## config.mk

```make
export PLATFORM = sky130hd
export DESIGN_NAME = tns_link_arbiter
export DESIGN_NICKNAME = d
export VERILOG_FILES = /design/src/rtl/tns_link_arbiter.sv
export SDC_FILE = /design/constraint.sdc
export NUM_CORES = 1
export LEC_CHECK = 0
export BUFFER_PORTS_ARGS = -buffer_cell sky130_fd_sc_hd__buf_2
export CORE_MARGIN = 1
export CORE_UTILIZATION = 59
export CTS_CLUSTER_DIAMETER = 100
export DETAILED_ROUTE_END_ITERATION = 8
export PLACE_DENSITY = 0.85
export SETUP_SLACK_MARGIN = 0.05
export SYNTH_ARGS = -nofsm -noshare
export SYNTH_HDL_FRONTEND = slang
export SYNTH_SLANG_ARGS = --single-unit
```

## constraint.sdc

```tcl
create_clock -name clock -period 8.1 [get_ports clock]
set_input_delay 0 -clock clock [delete_from_list [all_inputs] [get_ports clock]]
set_output_delay 0 -clock clock [all_outputs]
set_load 0.02 [all_outputs]
```

## src/rtl/tns_link_arbiter.sv

```systemverilog
// Round-robin arbiter that frames requester symbol streams onto one TNS encoder link:
// header (requester ID), up to MAX_BURST payload symbols, then one idle gap symbol.
module tns_link_arbiter #(
    parameter int NREQ      = 4,
    parameter int DW        = 4,
    parameter int SYM_MAX   = 5,
    parameter int MAX_BURST = 8,
    parameter int IDLE_SYM  = 0
) (
    input  logic                 clock,
    input  logic                 reset,
    input  logic [NREQ-1:0]      req_valid,
    input  logic [NREQ*DW-1:0]   req_data,
    input  logic [NREQ-1:0]      req_last,
    output logic [NREQ-1:0]      req_ready,
    output logic [DW-1:0]        enc_data,
    output logic                 enc_strobe,
    output logic [2:0]           grant_id,
    output logic                 busy,
    output logic                 err_range
);

    typedef enum logic [1:0] {S_IDLE, S_HEADER, S_DATA, S_GAP} state_t;

    localparam logic [DW-1:0] IDLE_W    = DW'(IDLE_SYM);
    localparam logic [7:0]    MAX_W     = 8'(MAX_BURST);
    localparam logic [31:0]   SYM_MAX_W = 32'(SYM_MAX);
    localparam logic [2:0]    LAST_ID   = 3'(NREQ - 1);

    state_t          r_state;
    state_t          w_state_next;
    logic [2:0]      r_rr;
    logic [2:0]      r_grant;
    logic [7:0]      r_cnt;
    logic [DW-1:0]   r_enc_data;
    logic            r_enc_strobe;
    logic            r_err;

    logic [2:0]      w_pick;
    logic            w_pick_vld;
    logic [3:0]      w_cand;
    logic [DW-1:0]   w_sym;
    logic            w_gvalid;
    logic            w_glast;
    logic            w_xfer;
    logic            w_sym_bad;
    logic            w_burst_end;
    logic [7:0]      w_cnt_inc;
    logic [NREQ-1:0] w_ready;

    // First valid requester at or after the rr pointer, wrapping modulo NREQ.
    always_comb begin
        w_pick     = '0;
        w_pick_vld = 1'b0;
        w_cand     = '0;
        for (int unsigned k = 0; k < NREQ; k++) begin
            w_cand = {1'b0, r_rr} + 4'(k);
            if (w_cand >= 4'(NREQ)) begin
                w_cand = w_cand - 4'(NREQ);
            end
            for (int unsigned j = 0; j < NREQ; j++) begin
                if (!w_pick_vld && (w_cand == 4'(j)) && req_valid[j]) begin
                    w_pick_vld = 1'b1;
                    w_pick     = w_cand[2:0];
                end
            end
        end
    end

    always_comb begin
        w_sym    = '0;
        w_gvalid = 1'b0;
        w_glast  = 1'b0;
        w_ready  = '0;
        for (int unsigned r = 0; r < NREQ; r++) begin
            if (r_grant == 3'(r)) begin
                w_sym      = req_data[r*DW +: DW];
                w_gvalid   = req_valid[r];
                w_glast    = req_last[r];
                w_ready[r] = (r_state == S_DATA);
            end
        end
    end

    assign w_xfer      = (r_state == S_DATA) && w_gvalid;
    assign w_cnt_inc   = r_cnt + 8'd1;
    assign w_burst_end = w_glast || (w_cnt_inc == MAX_W);
    assign w_sym_bad   = 32'(w_sym) > SYM_MAX_W;

    always_ff @(posedge clock or posedge reset) begin
        if (reset) begin
            r_state <= S_IDLE;
        end else begin
            r_state <= w_state_next;
        end
    end

    always_comb begin
        w_state_next = r_state;
        case (r_state)
            S_IDLE:   if (w_pick_vld) w_state_next = S_HEADER;
            S_HEADER: w_state_next = S_DATA;
            S_DATA:   if (w_xfer && w_burst_end) w_state_next = S_GAP;
            S_GAP:    w_state_next = S_IDLE;
            default:  w_state_next = S_IDLE;
        endcase
    end

    // Encoder outputs are registered from the current state, so every symbol lags its cause by one cycle.
    always_ff @(posedge clock or posedge reset) begin
        if (reset) begin
            r_rr         <= '0;
            r_grant      <= '0;
            r_cnt        <= '0;
            r_enc_data   <= IDLE_W;
            r_enc_strobe <= 1'b0;
            r_err        <= 1'b0;
        end else begin
            case (r_state)
                S_IDLE: begin
                    r_enc_data   <= IDLE_W;
                    r_enc_strobe <= 1'b0;
                    if (w_pick_vld) begin
                        r_grant <= w_pick;
                    end
                end
                S_HEADER: begin
                    r_enc_data   <= DW'(r_grant);
                    r_enc_strobe <= 1'b1;
                end
                S_DATA: begin
                    if (w_xfer) begin
                        r_enc_strobe <= 1'b1;
                        r_enc_data   <= w_sym_bad ? IDLE_W : w_sym;
                        r_cnt        <= w_cnt_inc;
                        if (w_sym_bad) begin
                            r_err <= 1'b1;
                        end
                    end else begin
                        r_enc_strobe <= 1'b0;
                    end
                end
                S_GAP: begin
                    r_enc_data   <= IDLE_W;
                    r_enc_strobe <= 1'b1;
                    r_cnt        <= '0;
                    r_rr         <= (r_grant == LAST_ID) ? 3'd0 : r_grant + 3'd1;
                end
                default: begin
                    r_enc_data   <= IDLE_W;
                    r_enc_strobe <= 1'b0;
                end
            endcase
        end
    end

    assign req_ready  = w_ready;
    assign enc_data   = r_enc_data;
    assign enc_strobe = r_enc_strobe;
    assign grant_id   = r_grant;
    assign busy       = (r_state != S_IDLE);
    assign err_range  = r_err;

endmodule

```

==> results.py <==
metrics = {
    "synth": {
        "synth.cells.most_frequent": "sky130_fd_sc_hd__dfrtp_1 (22), sky130_fd_sc_hd__nand2_1 (22), sky130_fd_sc_hd__ha_1 (20)",
        "dominant_combinational_cell_family_by_area_after_synthesis": "compound AO/OA/AOI/OAI gates",
        "synth_area_leaders": "sky130_fd_sc_hd__dfrtp_1 (29%), sky130_fd_sc_hd__ha_1 (13%), sky130_fd_sc_hd__nand2_1 (4.4%)",
        "synth_area_mm2": 0.001876,
        "synth.top_cell.area_share_pct": 29.35,
        "yosysWarningCount": 0,
        "synthFlopType": "sky130_fd_sc_hd__dfrtp_1",
        "netlist.top_cell.by_area": "sky130_fd_sc_hd__dfrtp_1",
        "synth_edf_count": 0,
        "postSynth.asyncResetShare_pct": 100.0,
        "syn_inst": 224,
        "synth-adder-area-share_pct": 13.34,
        "synth_compound_area_share_pct": 26.75,
        "post_synth_num_cell_types": 49,
        "postSynthRegisterBits": 22,
        "seq_area_frac_synth_pct": 29.35,
        "syn-num-nets": 270,
        "mux_contribution_to_synthesized_area_pct": 1.668,
        "post_synth_xor_area_fraction_pct": 4.203,
        "synthSimpleGateAreaFrac_pct": 19.68,
        "syn_avg_cell_area_um2": 8.373,
    },
    "hold_path": {
        "hp-class": "input port to flop",
        "min_path_cells": 4,
    },
    "power_and_ir_drop": {
        "p_int_w": 0.0003830,
        "netSwitchingPower_w": 0.0004059,
        "cell_pwr_density_mw_per_mm2": 370.7,
        "power.total_w": 0.0007889,
        "power.clock.fraction_pct": 6.2,
        "power_leakage_nw": 0.9914,
        "power_frac_comb_pct": 68.7,
        "sequentialPowerShare_pct": 25.1,
        "switching_share_pct": 51.45,
        "max-vdd-ir-drop_mv": 0.2426,
    },
    "die": {
        "std_cell_rows": 20,
        "die-width_um": 58.38,
        "core_footprint_mm2": 0.003028,
        "initial_core_util_pct": 61.94,
        "die_h_um": 58.38,
        "boundaryPins": 40,
        "floorplan.die_area_mm2": 0.003408,
    },
    "place": {
        "place.gp.congestion": 0.9536,
        "place.detailed.hpwl_um": 3191,
        "placement.io_buffers": 39,
    },
    "timing": {
        "relative_slew_margins_pct": 36.37,
        "period_share_pct": 38.93,
        "slew_violations": 0,
        "final_hold_viol_count": 0,
        "grt_setup_unrepaired": "false",
        "setup_violations": 0,
        "max_clock_freq_ghz": 0.3171,
        "period_minus_slack_ps": 3154,
        "skew_ps": 12.08,
        "timing_worst_slew_pin_value_ps": 954.4,
        "setup_tns_final_ps": 0,
        "holdWs_ps": 129.8,
    },
    "worst_setup_path": {
        "timing.critical_path.mode_cell": "sky130_fd_sc_hd__ha_1",
        "path_cells": "ha_1 > xnor2_1 > inv_1 > ha_1 > a21boi_0 > nor4_1 > a41oi_1 > and2_1 > a32o_2 > mux2_1",
        "crit_cells": 10,
        "critPathCaptureType": "flop",
        "path_class": "flop to flop",
        "worst-r2r-cell-count": 10,
        "critical_path_required_ps": 8290,
        "crit_buf_inv": 1,
        "slowest_stage": "sky130_fd_sc_hd__a41oi_1",
        "timing.critical_path.fanout_max": 9,
        "start_kind": "flop",
        "cpPeakStageDelay_ps": 510,
        "worst-endpoint-arrival_ps": 3340,
        "critPathTopFamily": "compound AO/OA/AOI/OAI gates",
    },
    "detailed_routing": {
        "remaining_drc_errors": 0,
        "detail-route-antenna-nets": 0,
        "detail_route.iter0.violations": 94,
        "vias": 1776,
        "post_drt_wl_per_cell_um": 13.83,
        "vias_per_cell": 5.842,
        "drt-pass1-iter-count": 5,
        "detail_route.wirelength_um": 4205,
    },
    "cells_and_area": {
        "area_occupied_by_multi_input_gates_mm2": 0.001231,
        "syn2layout_area_growth_pct": 13.48,
        "final-seq-area_um2": 550.5,
        "antenna_cells_inserted": 0,
        "layout.filler_cells": 260,
        "layout-drive-gt1-share_pct": 18.08,
        "finalNetCount": 308,
    },
    "clock_tree": {
        "clk_latency_ps": 310,
        "post_cts_setup_repair_bufs": 0,
        "cts.path.max_buffers": 2,
        "htree_levels": 1,
        "tritoncts": "done",
        "tritoncts.num_buffers": 3,
        "clkSlewWorstSetupHoldPaths_ps": 120,
        "clock_tree.root_cell": "sky130_fd_sc_hd__clkbuf_4",
        "clock-sinks": 22,
    },
    "global_route": {
        "grt_pass1_wl_um": 6955,
        "maximum_number_of_pins_on_one_net_before_global_route_repair": 23,
        "antenna_found_initial": 0,
        "total_overflow_reported_by_the_global_router": 0,
        "number_of_global_route_vias_before_repair": 1526,
        "grt_usage_pct": 25.89,
    },
    "status": {
        "run_status": "finished, final reports clean",
    },
    "run": {
        "max_cap_viol": 0,
    },
}
worst reg2reg max path, cell delays in order (launching register included):
cell and delay [ps]:
sky130_fd_sc_hd__dfrtp_1 490, sky130_fd_sc_hd__ha_1 310, sky130_fd_sc_hd__xnor2_1 270, sky130_fd_sc_hd__inv_1 80, sky130_fd_sc_hd__ha_1 190, sky130_fd_sc_hd__a21boi_0 340, sky130_fd_sc_hd__nor4_1 100, sky130_fd_sc_hd__a41oi_1 510
sky130_fd_sc_hd__and2_1 240, sky130_fd_sc_hd__a32o_2 190, sky130_fd_sc_hd__mux2_1 320
worst paths after layout:
check	startpoint	slack [ps]	end
min reg2reg	err_range$_DFFE_PP0P_	490	err_range$_DFFE_PP0P_
min in group asynchronous	reset	390	r_cnt[6]$_DFFE_PP0P_
max reg2reg	r_rr[0]$_DFFE_PP0P_	4950	r_state[1]$_DFFE_PP0P_
min	req_data[12]	130	enc_data[0]$_DFFE_PP0P_
max	r_rr[0]$_DFFE_PP0P_	4950	r_state[1]$_DFFE_PP0P_
max in group asynchronous	reset	7190	r_rr[2]$_DFFE_PP0P_
per-stage QoR:
| stage | setup slack [ps] | utilization, % | cells | cell area, um^2 |
|---|---|---|---|---|
| global placement | 5133 | 69.21 | 300 | 2096 |
| CTS | 4954 | 70.29 | 304 | 2128 |
| global route | 4544 | 70.29 | 304 | 2128 |
| floorplan | 5328 | - | 224 | 1876 |
| detailed placement | 4975 | 69.21 | 300 | 2096 |
| finish | 4946 | 70.29 | 304 | 2128 |
logic make-up after synthesis:
kind of cell / count (synthesis)
compound gates: 76
xor+xnor: 9
fa+ha+maj: 20
buf+inv: 24
flops: 22
mux: 3
simple gates: 70
final cells by class:
type / instances / share of cell area (%)
Inverter: 17 / 2.998
Timing Repair Buffer: 40 / 9.641
Clock buffer: 3 / 1.058
Tap cell: 44 / 2.587
Multi-Input combinational cell: 178 / 57.85
Sequential cell: 22 / 25.87
metal layers:
| layer | GRT usage (%) | vias to the layer above | part of all wire (%) |
|---|---|---|---|
| met1 | 36.36 | 821 | 49 |
| li1 | - | 892 | - |
| met4 | 4.082 | 0 | 0.74 |
| met3 | 3.956 | 4 | 5.2 |
| met5 | 0 | - | 0 |
| met2 | 43.19 | 59 | 45 |
flip-flops by register name (all words and copies together), names as in the netlist:
register and flops:
enc_data 4, enc_strobe 1, r_state 2, r_cnt 8, r_rr 3, grant_id 3, err_range 1
placed cells by master (no fill, tap or decap), drive strengths merged, types with 6 or more instances in the layout:
cell type  instances
a22oi             10
a21oi             15
dfrtp             22
inv               17
nand2             22
buf               39
xnor2              6
nor2              10
and2               8
ha                20
o21ai             17
power by group through the flow:
stage / registers (W) / logic [W] / clock network [W]
global placement: 0.000197 / 0.000527 / 0
finish: 0.000198 / 0.000542 / 0.0000488
detailed placement: 0.000200 / 0.000535 / 0
floorplan: 0.000203 / 0.000407 / 0
CTS: 0.000198 / 0.000539 / 0.0000496
global route: 0.000205 / 0.000612 / 0.0000529
timing repair:
action / in CTS / in global routing
endpoints found under the hold margin: 22 / 0
hold buffers: 1 / 0
resized for setup: 0 / 0
Note: power is estimated with default switching activity, not from simulation.
